### src/rtl/tis_acc_unit.sv
// tis_acc_unit: TIS-100 node execution stage.
// Gathers one operand, drives the ALU, saturates into ACC/BAK.
module tis_alu #(
  parameter int W = 12
) (
  input  logic [1:0]   code_i,
  input  logic [W-1:0] a_i,
  input  logic [W-1:0] b_i,
  output logic [W-1:0] y_o
);
  always_comb begin
    unique case (code_i)
      2'b01:   y_o = a_i + b_i;
      2'b10:   y_o = a_i - b_i;
      2'b11:   y_o = -a_i;
      default: y_o = b_i;
    endcase
  end
endmodule

module tis_acc_unit #(
  parameter int N     = 11,
  parameter int LIMIT = 999
) (
  input  logic         clk,
  input  logic         rst_n,
  input  logic         op_valid,
  output logic         op_ready,
  input  logic [2:0]   op,
  input  logic         src_imm,
  input  logic [0:N-1] imm,
  input  logic [0:N-1] port_data,
  input  logic         port_valid,
  output logic         port_ready,
  output logic [0:N-1] acc,
  output logic         flag_z,
  output logic         flag_n,
  output logic         flag_p,
  output logic         done
);
  typedef enum logic [1:0] {
    IDLE,
    WAIT_PORT,
    EXEC
  } state_e;

  localparam logic [2:0] OpMov = 3'b001;
  localparam logic [2:0] OpAdd = 3'b010;
  localparam logic [2:0] OpSub = 3'b011;
  localparam logic [2:0] OpNeg = 3'b100;
  localparam logic [2:0] OpSwp = 3'b101;
  localparam logic [2:0] OpSav = 3'b110;

  localparam logic signed [N:0] LimP = LIMIT[N:0];
  localparam logic signed [N:0] LimN = -LimP;

  state_e       state_q, state_d;
  logic [2:0]   op_q, op_d;
  logic [0:N-1] opnd_q, opnd_d;
  logic [0:N-1] acc_q, acc_d;
  logic [0:N-1] bak_q, bak_d;
  logic         done_q;

  logic         needs_port;
  logic [1:0]   code;
  logic [N:0]   alu_a, alu_b, alu_y;
  logic [0:N-1] sat;

  assign needs_port = !src_imm &&
    (op == OpMov || op == OpAdd || op == OpSub);

  always_comb begin
    code = 2'b00;
    unique case (1'b1)
      op_q == OpAdd: code = 2'b01;
      op_q == OpSub: code = 2'b10;
      op_q == OpNeg: code = 2'b11;
      default:       code = 2'b00;
    endcase
  end

  assign alu_a = {acc_q[0], acc_q};
  assign alu_b = {opnd_q[0], opnd_q};

  tis_alu #(.W(N + 1)) u_alu (
    .code_i (code),
    .a_i    (alu_a),
    .b_i    (alu_b),
    .y_o    (alu_y)
  );

  // Widened result always fits N+1 bits, so one compare per bound suffices
  always_comb begin
    if ($signed(alu_y) > LimP)
      sat = LimP[N-1:0];
    else if ($signed(alu_y) < LimN)
      sat = LimN[N-1:0];
    else
      sat = alu_y[N-1:0];
  end

  always_comb begin
    state_d = state_q;
    op_d    = op_q;
    opnd_d  = opnd_q;
    acc_d   = acc_q;
    bak_d   = bak_q;
    unique case (state_q)
      IDLE: begin
        if (op_valid) begin
          op_d    = op;
          opnd_d  = imm;
          state_d = needs_port ? WAIT_PORT : EXEC;
        end
      end
      WAIT_PORT: begin
        if (port_valid) begin
          opnd_d  = port_data;
          state_d = EXEC;
        end
      end
      EXEC: begin
        state_d = IDLE;
        unique case (1'b1)
          op_q == OpMov,
          op_q == OpAdd,
          op_q == OpSub,
          op_q == OpNeg: acc_d = sat;
          op_q == OpSwp: begin
            acc_d = bak_q;
            bak_d = acc_q;
          end
          op_q == OpSav: bak_d = acc_q;
          default: ;
        endcase
      end
      default: state_d = IDLE;
    endcase
  end

  always_ff @(posedge clk or negedge rst_n) begin
    if (!rst_n) begin
      state_q <= IDLE;
      op_q    <= '0;
      opnd_q  <= '0;
      acc_q   <= '0;
      bak_q   <= '0;
      done_q  <= 1'b0;
    end else begin
      state_q <= state_d;
      op_q    <= op_d;
      opnd_q  <= opnd_d;
      acc_q   <= acc_d;
      bak_q   <= bak_d;
      done_q  <= (state_q == EXEC);
    end
  end

  assign op_ready   = (state_q == IDLE);
  assign port_ready = (state_q == WAIT_PORT);
  assign acc        = acc_q;
  assign done       = done_q;
  assign flag_z     = (acc_q == '0);
  assign flag_n     = acc_q[0];
  assign flag_p     = !flag_z && !flag_n;
endmodule

### config.mk
export PLATFORM = sky130hd
export DESIGN_NAME = tis_acc_unit
export DESIGN_NICKNAME = d
export VERILOG_FILES = /design/src/rtl/tis_acc_unit.sv
export SDC_FILE = /design/constraint.sdc
export NUM_CORES = 1
export LEC_CHECK = 0
export CAP_MARGIN = 40
export CELL_PAD_IN_SITES_DETAIL_PLACEMENT = 0
export CELL_PAD_IN_SITES_GLOBAL_PLACEMENT = 1
export CORE_MARGIN = 4
export CORE_UTILIZATION = 35
export CTS_CLUSTER_SIZE = 10
export DETAILED_ROUTE_END_ITERATION = 8
export PLACE_DENSITY = 0.83
export SLEW_MARGIN = 20
export SYNTH_ARGS = -nofsm -noshare
export SYNTH_HDL_FRONTEND = slang
export SYNTH_SLANG_ARGS = --single-unit
### constraint.sdc
create_clock -name clk -period 4.1 [get_ports clk]
set_clock_uncertainty 0.05 [all_clocks]
set_input_delay 1.23 -clock clk [delete_from_list [all_inputs] [get_ports clk]]
set_output_delay 1.23 -clock clk [all_outputs]
set_load 0.05 [all_outputs]
Yosys cells after proc, flatten, opt, wreduce, memory -nomap -nowiden:

Cells that the tools add are included.

* flip-flop bits (word level): 39
* latch bits: 0
* RAM bits: 0
* memory bits (read-only): 0
* bits of input ports: 30
* logic and storage cells: 57
* memories kept: 0

* $add $sub $neg: 3
* multipliers: 0
* divide/modulo/power cells: 0
* $lt $le $gt $ge: 2
* equality and inequality tests: 16
* shift operators: 0
* mux-type cells: 12
* bitwise operators: 0
* reduce and logical (&&, ||, !) cells: 18

Operator list (count)
* 11-bit two-way mux: 4
* 11-bit case mux with 2 select lines: 2
* 12-bit case mux with 3 select lines: 1
* 11-bit by 11-bit adder with 12-bit output: 1
* 3-bit by 2-bit equality test with 1-bit output (second input constant): 4
* 12-bit by 11-bit greater-than comparator with 1-bit output (second input constant): 1
* 12-bit by 11-bit < comparator with 1-bit output (second input constant): 1
* 12-bit negation: 1
* 11-bit by 11-bit subtractor with 12-bit output: 1
* 11-bit zero test: 1
* 3-bit equality test (second input constant): 3
* 2-bit AND reduction: 4
* 2-bit equality test (second input constant): 3
* 3-bit by 1-bit equality test with 1-bit output (second input constant): 2
* 2-bit two-way mux: 3
* 2-bit case mux with 3 select lines: 1
* 2-bit by 1-bit equality test with 1-bit output (second input constant): 2
* 2-bit inequality test (second input constant): 2
* 2-bit case mux with 2 select lines: 1
* 2-bit nonzero test: 2
* 4-bit OR reduction: 1
* 1-bit zero test: 3
* 3-bit AND reduction: 1
* 1-bit logical AND: 2
* 3 further kinds: 4

Longest topological paths before layout:

* depth after elaboration: 8
* gate-level depth with buffers: 18
* mapped depth without buffers: 16

Cells and area by module:

A second synthesis with hierarchy kept.

* cells, all modules: 361
* area total of the unflattened synthesis: 3174.3 um^2

Modules (own cells, without submodules)
* tis_acc_unit: instances 1, cells each 186, area each 1964.4 um^2, seq. area each 975.9 um^2
* tis_alu: instances 1, cells each 175, area each 1209.9 um^2, seq. area each 0.0 um^2

Least setup slack after synthesis:

Ideal clock, no wire load.

* path kind: flip-flop to flip-flop
* start: register op_q[1]
* end: register acc_q (netlist bit acc[7])
* library setup time: 0.127 ns
* arrival time: 4.036 ns
* path slack: -0.112 ns
* cell stages (with the launch flop): 17
* path buffers: 2
* clock period less this slack: 4.212 ns
* cell sequence: dfrtp_1 > clkbuf_1 > nand2_1 > o21ai_0 > ha_1 > clkbuf_1 > mux2_2 > fa_1 > nor2b_1 > o221a_2 > o21a_1 > a21oi_1 > or4_1 > and3_1 > a21oi_2 > o21bai_1 > a221o_2

* word-level cells in the longest chain between the ends: 8

Ends and longest elaborated chain
* from (decl): line 58 `logic [2:0] op_q, op_d;`
* from (signal assigned): line 151 `op_q <= op_d;`
* 3-bit equality test (tied with other cells): line 77, 128
* 2-bit case mux with 3 select lines: line 74 `unique case (1'b1)`
* 2-bit equality test or 2-bit by 1-bit equality test with 1-bit output (tied branches): line 12 `unique case (code_i)`
* 12-bit case mux with 3 select lines: line 12
* 12-bit by 11-bit < comparator with 1-bit output: line 96 `else if ($signed(alu_y) < LimN)`
* 11-bit two-way mux: line 96
* 11-bit two-way mux: line 94 `if ($signed(alu_y) > LimP)`
* 11-bit case mux with 2 select lines: line 124 `unique case (1'b1)`
* to (signal assigned): line 146 `acc_q <= '0;`
* to (signal assigned): line 153 `acc_q <= acc_d;`
* to (decl): line 60 `logic [0:N-1] acc_q, acc_d;`

Parallel ways exist; a longest one is shown, timed or not.
A chain may end at the register's enable or synchronous reset.

Worst setup path after layout:

* start: register acc_q (netlist bit acc[9])
* end: output port flag_p

* word-level cells in the longest chain between the ends: 3

Ends and longest elaborated chain
* 11-bit zero test: line 163 `assign flag_z = (acc_q == '0);`
* 1-bit zero test: line 165 `assign flag_p = !flag_z && !flag_n;`
* 1-bit logical AND: line 165
* to (decl): line 38 `output logic flag_p,`

No other way between the ends.

==> flow_summary.yaml <==
status:
  outcome: "finished clean"
logic_synthesis:
  yosysWarnings: 0
  synth_cells: 363
  yosysTopAreaCell: "dfrtp_1"
  yosysSeqAreaShare_pct: 30.9
  syn_area_um2: 3150
  synth_top_family_by_area: "compound AO/OA/AOI/OAI gates"
  synth_ff_type: "dfrtp_1"
  synthXorXnorAreaFrac_pct: 5.83
  synthesis.nets: 410
  synthSimpleGateAreaFrac_pct: 19.2
  syn_avg_cell_area_um2: 8.69
  synthDistinctLibCells: 67
  synthAdderAreaFrac_pct: 6.98
  synth-compound-area-share_pct: 23.0
  async_reset_ff_share_pct: 100
  ys_seq_elements: 39
  synthTopCellsByArea: "dfrtp_1 31%, ha_1 6.3%, mux2_2 6.1%"
  post-synth-top-area-fraction_pct: 30.9
  synth_edf_count: 0
  synth.mux.area_fraction_pct: 9.88
clocking:
  clk_pin_slew_worst_paths_ns: 0.09
  cts_htree_levels: 2
  cts-buffers-inserted: 5
  cts_hold_buffers: 0
  clkSinkCount: 39
  clk_path_buf_depth: 2
  cts_root_buf: "clkbuf_8"
  clk_latency_ns: 0.30
  cts_tree: "done"
critical_path:
  cp_slowest_stage_delay_ns: 0.71
  critPathArrivalTime_ns: 2.66
  path_class: "reg -> out"
  cp_cell_sequence: "inv_1 > ha_1 > or3b_2 > nor2_1 > a21oi_1 > clkdlybuf4s50_1"
  r2r-start: "op_q[1]$_DFFE_PN0P_"
  critPathSlowestCell: "clkdlybuf4s50_1"
  crit_required_ns: 2.82
  crit_fanout: 6
  worstSetupEndpointType: "primary output"
  crit_path_start_kind: "register"
  critPathLaunch: "acc[9]$_DFFE_PN0P_"
layout:
  insertedDiodeCount: 0
  syn_to_final_growth_pct: 26.9
  drive_gt1_share_pct: 17.7
  design_area_um2: 4000
  final.fill_count: 843
  postLayoutCoreUtil_pct: 45.7
  layout.nets: 463
  final_cells: 525
timing:
  finalWorstSetupSlack_ns: 0.157
  setup_viol: 0
  worst_pin_slew_ns: 0.679
  fmax_mhz: 254
  finalCritPeriodShare_pct: 96.2
  slew_headroom_pct: 54.3
  slew_viol_final: 0
  fin_crit_ns: 3.94
  hold_viol: 0
floorplanning:
  rows: 34
  dieHeight_um: 103
  core_um2: 8760
  io_pins: 47
  dieArea_um2: 10600
  initial_core_util_pct: 36.0
  die_w_um: 103
power:
  p_per_area_nw_per_um2: 816
  p_leak_nw: 1.65
  p_total_mw: 3.27
  vdd_ir_drop_max_mv: 0.412
drt:
  final_antenna_net_count: 0
  vias_per_cell: 5.56
  vias: 2918
  dr_wl_met3_um: 396
  drt_pass1_iterations: 4
  routed_wl_um: 8110
  wl_met1_um: 3760
  met2_length_um: 3820
  first_iter_violations: 188
  drc: 0
  wl_per_cell_um: 15.4
  highest_layer: "met4"
grt:
  grt_start_max_net_pins: 28
  grt_usage_pct: 15.8
  grt_pass1_wl_um: 13400
  grt_pass1_vias: 2769
  gr-total-overflow: 0
  antenna_found_initial: 0
worst_hold_path:
  hold_class: "reg -> reg"
  min-delay-start: "state_q[1]$_DFFE_PN0P_"
place:
  place_inst: 515
  place_ws_ns: 0.0714
  dp_hpwl_um: 6380
  place_area_um2: 3800
  gp_congestion: 0.904
  port_buffers: 46
flow_run:
  maxCapViolCount: 0
-- power breakdown --
part	internal, mW	switching (mW)
Sequential	0.515	0.202
Clock	0.185	0.152
Combinational	0.964	1.25
Total	1.66	1.60
-- final timing paths --
check	depth (start not counted)	slack (ns)	to
max in group asynchronous	2	2.78	op_q[2]$_DFFE_PN0P_
worst max-delay path	6	0.16	flag_p
min in group asynchronous	1	0.77	state_q[1]$_DFFE_PN0P_
worst min register to register	1	0.43	state_q[0]$_DFFE_PN0P_
worst max register to register	18	0.22	acc[7]$_DFFE_PN0P_
worst min-delay path	1	0.43	state_q[0]$_DFFE_PN0P_
-- registers in the layout, summed over array words and instances, names as in the netlist --
name     flops
acc         11
bak_q       11
done         1
op_q         3
opnd_q      11
state_q      2
-- timing repair --
item / in CTS / in global routing
buffers inserted: 0 / 2
resized for setup: 0 / 21
hold endpoints to repair: 0 / 0
endpoints found under the setup margin: 0 / 11
-- critical path, delay by kind of cell (launching register included) --
family                   cells  cell delay, ns
adder cells (fa/ha/maj)      1            0.20
AND/OR/NAND/NOR              2            0.71
flip-flops                   1            0.47
buffers and inverters        2            0.90
AO/OA/AOI/OAI                1            0.08
-- cell type report --
class | count | area, µm² | area share [%]
multi-input combinational | 290 | 2110 | 52.7
sequential | 39 | 978 | 24.4
timing repair buffer | 64 | 604 | 15.1
tap | 108 | 135 | 3.38
clock buffer | 5 | 68.8 | 1.72
inverter | 16 | 60.1 | 1.50
clock inverter | 3 | 47.5 | 1.19
-- cell usage in the layout (no fill, tap or decap), drive strengths merged, types with 2 or more instances in the layout --
cell           synthesis  routed
o31ai                  3       3
a221o                  6       6
xnor2                 15      15
a31oi                  3       3
nor2b                 10      10
nor2                  23      23
buf                    2      20
a21o                   2       2
mux2i                 12      12
a211oi                 3       3
o22ai                  6       6
and2                   2       2
nand2                 40      40
o41ai                  2       2
inv                   16      17
or2                    4       4
dfrtp                 39      39
ha                    16      16
and3                   5       5
nor3                  10      10
clkbuf                16       5
clkdlybuf4s50          0      44
or4                    2       2
o311ai                 2       2
or3                    5       5
and4b                  2       2
o21ai                 31      31
a221oi                 2       2
nor4                   3       3
mux2                  17      17
a32oi                  3       3
a21oi                 19      19
xor2                   6       6
a22oi                  2       2
nand3                  5       5
o21bai                 4       4
-- stage by stage --
step | hold WS, ns | TNS, ns
floorplan | 0.397 | 0
global placement | 0.417 | 0
detailed placement | 0.427 | 0
CTS | 0.432 | 0
global route | 0.462 | -0.0520
finish | 0.433 | 0
-- cells in the mapped netlist (all sizes together), types with 3 or more instances --
cell,instances
o21bai,4
mux2i,12
and3,5
nor4,3
nor2,23
mux2,17
dfrtp,39
a31oi,3
xnor2,15
xor2,6
nand3,5
or3,5
a32oi,3
inv,16
ha,16
o21ai,31
or2,4
nor3,10
a21oi,19
o22ai,6
nand2,40
a221o,6
nor2b,10
o31ai,3
clkbuf,16
a211oi,3
-- cell families after synthesis --
family                   count (synthesis)
buffers and inverters                   34
XOR/XNOR                                21
adder cells (fa/ha/maj)                 17
AO/OA/AOI/OAI                          103
flip-flops                              39
multiplexers                            29
AND/OR/NAND/NOR                        120
-- per-layer routing --
metal,vias up,GRT usage (%)
li1,1444,-
met1,1388,21.6
met2,73,25.6
met3,13,2.57
met4,0,4.98
met5,-,0
No activity file was read; power rests on OpenSTA's default activity.
